File: src/rtl/i2s_codec_if.sv
// I2S master for the audio codec: derives BCLK/LRCK from audio_clk, captures the
// left ADC word into audio_input and serializes audio_output onto both DAC channels.
module i2s_codec_if #(
    parameter int DATA_WIDTH = 16,
    parameter int REQ_LEAD   = 4
) (
    input  logic                  audio_clk,
    input  logic                  reset,
    output logic                  sample_end,
    output logic                  sample_req,
    output logic [DATA_WIDTH-1:0] audio_input,
    input  logic [DATA_WIDTH-1:0] audio_output,
    output logic                  AUD_BCLK,
    output logic                  AUD_ADCLRCK,
    output logic                  AUD_DACLRCK,
    input  logic                  AUD_ADCDAT,
    output logic                  AUD_DACDAT
);

    // Counts are one below the visible value because the pulses are registered.
    localparam logic [7:0] CAPTURE_CNT = 8'(4 * DATA_WIDTH + 2);
    localparam logic [7:0] REQ_CNT     = 8'(255 - REQ_LEAD);
    localparam logic [5:0] LAST_SLOT   = 6'(DATA_WIDTH);

    logic [7:0]            cnt_r;
    logic [7:0]            cnt_next_s;
    logic [DATA_WIDTH-1:0] rx_shift_r;
    logic [DATA_WIDTH-1:0] tx_hold_r;
    logic                  dacdat_r;
    logic                  rx_edge_s;
    logic                  tx_edge_s;
    logic [4:0]            slot_pos_s;
    logic                  dac_bit_s;

    // Bit of the held word that belongs in slot position pos (MSB at pos 1), else 0.
    function automatic logic dac_slot_bit(input logic [DATA_WIDTH-1:0] word,
                                          input logic [4:0]            pos);
        logic [DATA_WIDTH-1:0] shifted;
        if ((pos >= 5'd1) && ({1'b0, pos} <= LAST_SLOT)) begin
            shifted = word >> (LAST_SLOT - {1'b0, pos});
            return shifted[0];
        end else begin
            return 1'b0;
        end
    endfunction

    // Edge qualifiers: rising-BCLK capture in left slots 1..DATA_WIDTH, falling-BCLK launch.
    always_comb begin
        cnt_next_s = cnt_r + 8'd1;
        rx_edge_s  = (cnt_r[1:0] == 2'b01) && (cnt_r[7:2] >= 6'd1) && (cnt_r[7:2] <= LAST_SLOT);
        tx_edge_s  = (cnt_r[1:0] == 2'b11);
        slot_pos_s = cnt_next_s[6:2];
        dac_bit_s  = dac_slot_bit(tx_hold_r, slot_pos_s);
    end

    // Frame counter, ADC deserializer, DAC serializer and handshake pulses.
    always_ff @(posedge audio_clk or posedge reset) begin
        if (reset) begin
            cnt_r       <= 8'd0;
            rx_shift_r  <= '0;
            tx_hold_r   <= '0;
            audio_input <= '0;
            sample_end  <= 1'b0;
            sample_req  <= 1'b0;
            dacdat_r    <= 1'b0;
        end else begin
            cnt_r <= cnt_next_s;
            if (rx_edge_s) begin
                rx_shift_r <= (rx_shift_r << 1) | DATA_WIDTH'(AUD_ADCDAT);
            end
            sample_end <= (cnt_r == CAPTURE_CNT);
            if (cnt_r == CAPTURE_CNT) begin
                audio_input <= rx_shift_r;
            end
            sample_req <= (cnt_r == REQ_CNT);
            // Latch on the wrap so the whole frame, both channels, sees one word.
            if (cnt_r == 8'd255) begin
                tx_hold_r <= audio_output;
            end
            if (tx_edge_s) begin
                dacdat_r <= dac_bit_s;
            end
        end
    end

    assign AUD_BCLK    = cnt_r[1];
    assign AUD_ADCLRCK = cnt_r[7];
    assign AUD_DACLRCK = cnt_r[7];
    assign AUD_DACDAT  = dacdat_r;

endmodule
File: config.mk
export PLATFORM = sky130hd
export DESIGN_NAME = i2s_codec_if
export DESIGN_NICKNAME = d
export VERILOG_FILES = /design/src/rtl/i2s_codec_if.sv
export SDC_FILE = /design/constraint.sdc
export NUM_CORES = 1
export LEC_CHECK = 0
export CAP_MARGIN = 20
export CORE_MARGIN = 1.5
export CORE_UTILIZATION = 39
export CTS_BUF_LIST = sky130_fd_sc_hd__clkbuf_2
export CTS_CLUSTER_DIAMETER = 150
export DETAILED_ROUTE_END_ITERATION = 12
export PLACE_DENSITY = 0.6
export SYNTH_ARGS = -nofsm -noshare
export SYNTH_HDL_FRONTEND = slang
export SYNTH_SLANG_ARGS = --single-unit
File: constraint.sdc
create_clock -name audio_clk -period 4.9 [get_ports audio_clk]
set_clock_uncertainty 0.15 [all_clocks]
set_input_delay 0.49 -clock audio_clk [delete_from_list [all_inputs] [get_ports audio_clk]]
set_output_delay 0.49 -clock audio_clk [all_outputs]
set_load 0.01 [all_outputs]
* Yosys cells after proc, flatten, opt, wreduce, memory -nomap -nowiden
Cells that the tools add are included. Widths: inputs -> output; s select.
Operators by class: $add $sub $neg 2, magnitude comparators 4, equal/unequal tests 5, shifts and indexed selects 1, multiplexer cells 1, bitwise gates (word level) 1, reduce and logical (&&, ||, !) cells 3
Operators with widths (number):
- $eq 8x8->1 const B | 2
- $or 16x1->16 | 1
- $shr 16x6->1 | 1
- $add 8x1->8 const B | 1
- $eq 8x7->1 const B | 1
- $ge 6x1->1 const B | 1
- $le 6x5->1 const B | 1
- $sub 5x5->6 const A | 1
- $ge 5x1->1 const B | 1
- $le 5x5->1 const B | 1
- $logic_and 1x1->1 | 3
- $eq 2x1->1 const B | 1
- $eq 2x2->1 const B | 1
- $mux 1 | 1
Storage, ports and cells: register bits after elaboration 59, output and inout bits 22

* Logic depth before layout (Yosys ltp)
depth after elaboration 4, mapped depth 11, mapped depth without buffers 10

* Worst setup path before layout
Ideal clock, no wire load.
path type register to register, from reg cnt_r[1], to reg dacdat_r, in the netlist AUD_DACDAT, setup time 104 ps, arrival time 3001 ps, data required time 4646 ps, path slack 1645 ps, cell stages (with the launch flop) 11, path buffers 1, cell sequence dfrtp_1 -> ha_1 -> buf_4 -> xor2_4 -> inv_1 -> ha_1 -> xnor2_1 -> xnor2_1 -> mux4_2 -> o32a_1 -> o41ai_2
Between the ends: cells in the longest elaborated chain, start to end 4, elaborated cells between the ends (all ways) 8, those cells by class add/sub: 2; order compare: 2; eq/ne: 1; shift: 1; mux: 1; reduce/logical: 1
RTL lines:
- from (decl) | RTL line 25 | logic [7:0] cnt_r;
- from (signal assigned) | RTL line 67 | cnt_r <= cnt_next_s;
- $add 8x1->8 (*) | RTL line 49 | cnt_next_s = cnt_r + 8'd1;
- via cnt_next_s[2] | RTL line 26 | logic [7:0] cnt_next_s;
- $sub 5x5->6 (tied with other cells) | RTL line 40 | shifted = word >> (LAST_SLOT - {1'b0, pos});
- $shr 16x6->1 or $logic_and 1x1->1 (tied branches) | RTL line 40, 39
- $mux 1 (*) | RTL line 39 | if ((pos >= 5'd1) && ({1'b0, pos} <= LAST_SLOT)) begin
- to (signal assigned) | RTL line 81 | dacdat_r <= dac_bit_s;
- to (decl) | RTL line 29 | logic dacdat_r;
Mark *: on every way through the listed nets, which the timed path passes. The rest lies on a longest branch. A chain may end at the register's enable or synchronous reset.

* Worst setup path in the final report
Ends and elaborated chain as after synthesis.

==> metrics.csv <==
metric,value,unit
Mean Syn Cell Area,14.3,sq um
die footprint,7190,sq um
Clock Latency Late Sink,0.44,ns
Non-Filler Instances,311,
Worst path slowest cell,mux4_2,
Slew @ Worst Pin,0.811,ns
antenna-violating nets left,0,
Vias,1551,
H-tree depth,3,
CTS buffer count,9,
Hold Crit Class,reg2reg,
first-pass GRT wire length,7560,um
post-synth top area cell,dfrtp_1,
die width,84.8,um
Slew Limit Fails,0,
Switching Share,0.223,
Synth Instances,183,
total setup buffers inserted after CTS,0,
leakage,1.46,nW
Bufs on Longest Clock Path,2,
vias in the first global route,1582,
asr flop ratio synth,1.00,
CTS tree,done,
worst vdd ir,0.0000978,V
main flop type after synthesis,dfrtp_1,
CP Max Fanout,11,
number of port buffers,40,
sequential fraction of design power,0.621,
antenna cells,0,
Int Power,0.620,mW
RSZ-0062 raised after global routing,no,
critical path class,reg2reg,
Root Buffer,clkbuf_2,
final worst slack,1.41,ns
Netlist cell types,32,
Synth area leaders,"dfrtp_1, mux2_2, mux2i_1, ha_1, xor2_1",
Avg WL per Cell,14.3,um
violated checks,design-rule violations,
Post-Syn Nets,208,
Setup TNS Final,0,ns
chip height,84.8,um
"count leader, synth",dfrtp_1,
pre-CTS setup slack,1.41,ns
Max stage delay on crit path,0.57,ns
# DRC,7,
Final Cycle Share,0.713,
post-synth top area share,0.566,
mapped cell area,2610,sq um
post_cts resized,0,
WP data arrival,3.69,ns
fin crit period,3.49,ns
initial DRC count,37,
post-detail-place hpwl,2980,um
CP Cell Sequence,"ha_1, xor2_4, inv_1, ha_1, xnor2_1, xnor2_1, mux4_2, o32a_1, o41ai_2",
CP endpoint kind,register,
final wirelength,4430,um
Max Cap Violations,0,
Post-synth EDFFs,0,
clk sinks,59,
P_sw,0.178,mW
Fillers,590,
nets@finish,255,
register clock-pin slew on the reported worst setup and hold paths,0.14,ns
"Seq/Total Area, Yosys",0.566,
initial antenna violation count,0,
synthesized flop and latch total,59,
routability cong.,0.766,
DRT Pass-1 Iters,8,
PwrDens,251,nW/um^2
area grow syn2layout,21.8,%
# setup viols final,0,
via-per-instance ratio,4.99,
row cnt,29,
sequential cell area,1480,sq um
Clock power frac,0.343,
"Data required, critical path",5.10,ns
area of the multi-input gates,1050,sq um
CORE AREA,6420,sq um
slew margin rel.,0.458,
largest net degree at the start of global routing,60,
Global Route Usage Sum,0.137,
DP Cell Count,296,
crit start category,register,
# IOs,41,
initial core utilization,0.406,
status,finished with violations,
Post-synth top cells,"dfrtp_1, mux2_2, mux2i_1, inv_1",
Achievable Freq,286,MHz
CTS Hold Bufs,0,
share of cells above drive strength 1,0.291,
Yosys Warn Count,0,
GR Overflow Total,0,
Final Hold Violating Endpoints,0,
Comb pwr share,0.036,
-- logic make-up after synthesis --
group / share of synthesized area
fa+ha+maj: 0.0288
buf+inv: 0.0302
flops: 0.566
simple gates: 0.0489
mux: 0.266
compound gates: 0.0268
xor+xnor: 0.0340
-- worst max-delay path, delay by kind of cell, from the launching register on --
kind	cells	cell delay, ns
adders and majority gates	2	0.58
buffers and inverters	1	0.08
AOI/OAI and AO/OA	2	0.61
DFF	1	0.47
muxes	1	0.57
xor gates and xnor gates	3	0.93
-- power groups by stage --
stage | sequential, mW | combinational [mW] | clock, mW
2_1_floorplan | 0.503 | 0.0120 | 0
3_3_place_gp | 0.505 | 0.0299 | 0
3_5_place_dp | 0.505 | 0.0303 | 0
4_1_cts | 0.496 | 0.0304 | 0.287
5_1_grt | 0.497 | 0.0329 | 0.304
6_report | 0.496 | 0.0290 | 0.274
-- cells in the final DEF, fill, tap and decap left out --
master	netlist	final
clkdlybuf4s50_1	0	40
nand2_1	6	6
mux2i_1	13	13
nand4_1	1	1
nand3_1	4	4
and2_1	2	2
o41ai_2	1	1
nor2_1	2	2
xnor2_1	3	3
nor3_2	1	1
a211oi_1	1	1
nor3_1	3	3
a21oi_1	1	1
or3_1	1	1
nand3b_1	1	1
o32a_1	2	2
or2_2	1	1
xor2_4	1	1
o21a_1	1	1
bufinv_16	0	1
clkinv_1	0	4
o21ai_0	1	1
buf_4	2	3
clkbuf_2	0	10
mux4_2	1	1
or4_1	1	1
dfrtp_1	59	59
a211o_1	1	1
xor2_1	4	4
mux2_2	48	48
inv_1	9	8
ha_1	6	6
inv_2	0	1
and3_1	1	1
-- routing by layer --
layer	GRT usage	routed length [um]	vias up
li1	-	-	738
met4	0.0805	113	0
met5	0	0	-
met3	0.0334	136	12
met1	0.191	2220	771
met2	0.193	1960	30
-- worst paths after layout --
| path | to | start | slack (ns) | cells past startpoint |
|---|---|---|---|---|
| min in group asynchronous | cnt_r[7] | reset | 0.39 | 3 |
| hold / removal | AUD_DACDAT | AUD_DACDAT | 0.36 | 2 |
| max in group asynchronous | rx_shift_r[7] | reset | 3.71 | 3 |
| setup reg to reg | AUD_DACDAT | cnt_r[1] | 1.41 | 9 |
| setup / recovery | AUD_DACDAT | cnt_r[1] | 1.41 | 9 |
| hold reg to reg | AUD_DACDAT | AUD_DACDAT | 0.36 | 2 |
-- state kept, by name, summed over array words and instances, names as in the netlist --
| name | count |
|---|---|
| audio_input | 16 |
| rx_shift_r | 16 |
| tx_hold_r | 16 |
| cnt_r | 8 |
| AUD_DACDAT | 1 |
| sample_end | 1 |
| sample_req | 1 |
-- layout make-up --
type | count | share of cell area
Timing Repair Buffer | 43 | 0.133
Tap cell | 77 | 0.0303
Inverter | 9 | 0.0106
Clock buffer | 10 | 0.0157
Clock inverter | 5 | 0.0142
Sequential cell | 59 | 0.464
Multi-Input combinational cell | 108 | 0.332
-- stage by stage --
stage	power, mW	util	instance area [sq um]	hold WS [ns]
2_1_floorplan	0.515	-	2610	0.324
3_3_place_gp	0.535	0.480	3080	0.332
3_5_place_dp	0.535	0.480	3080	0.339
4_1_cts	0.813	0.495	3180	0.371
5_1_grt	0.834	0.495	3180	0.388
6_report	0.799	0.495	3180	0.364
(Power assumes the default switching activity.)
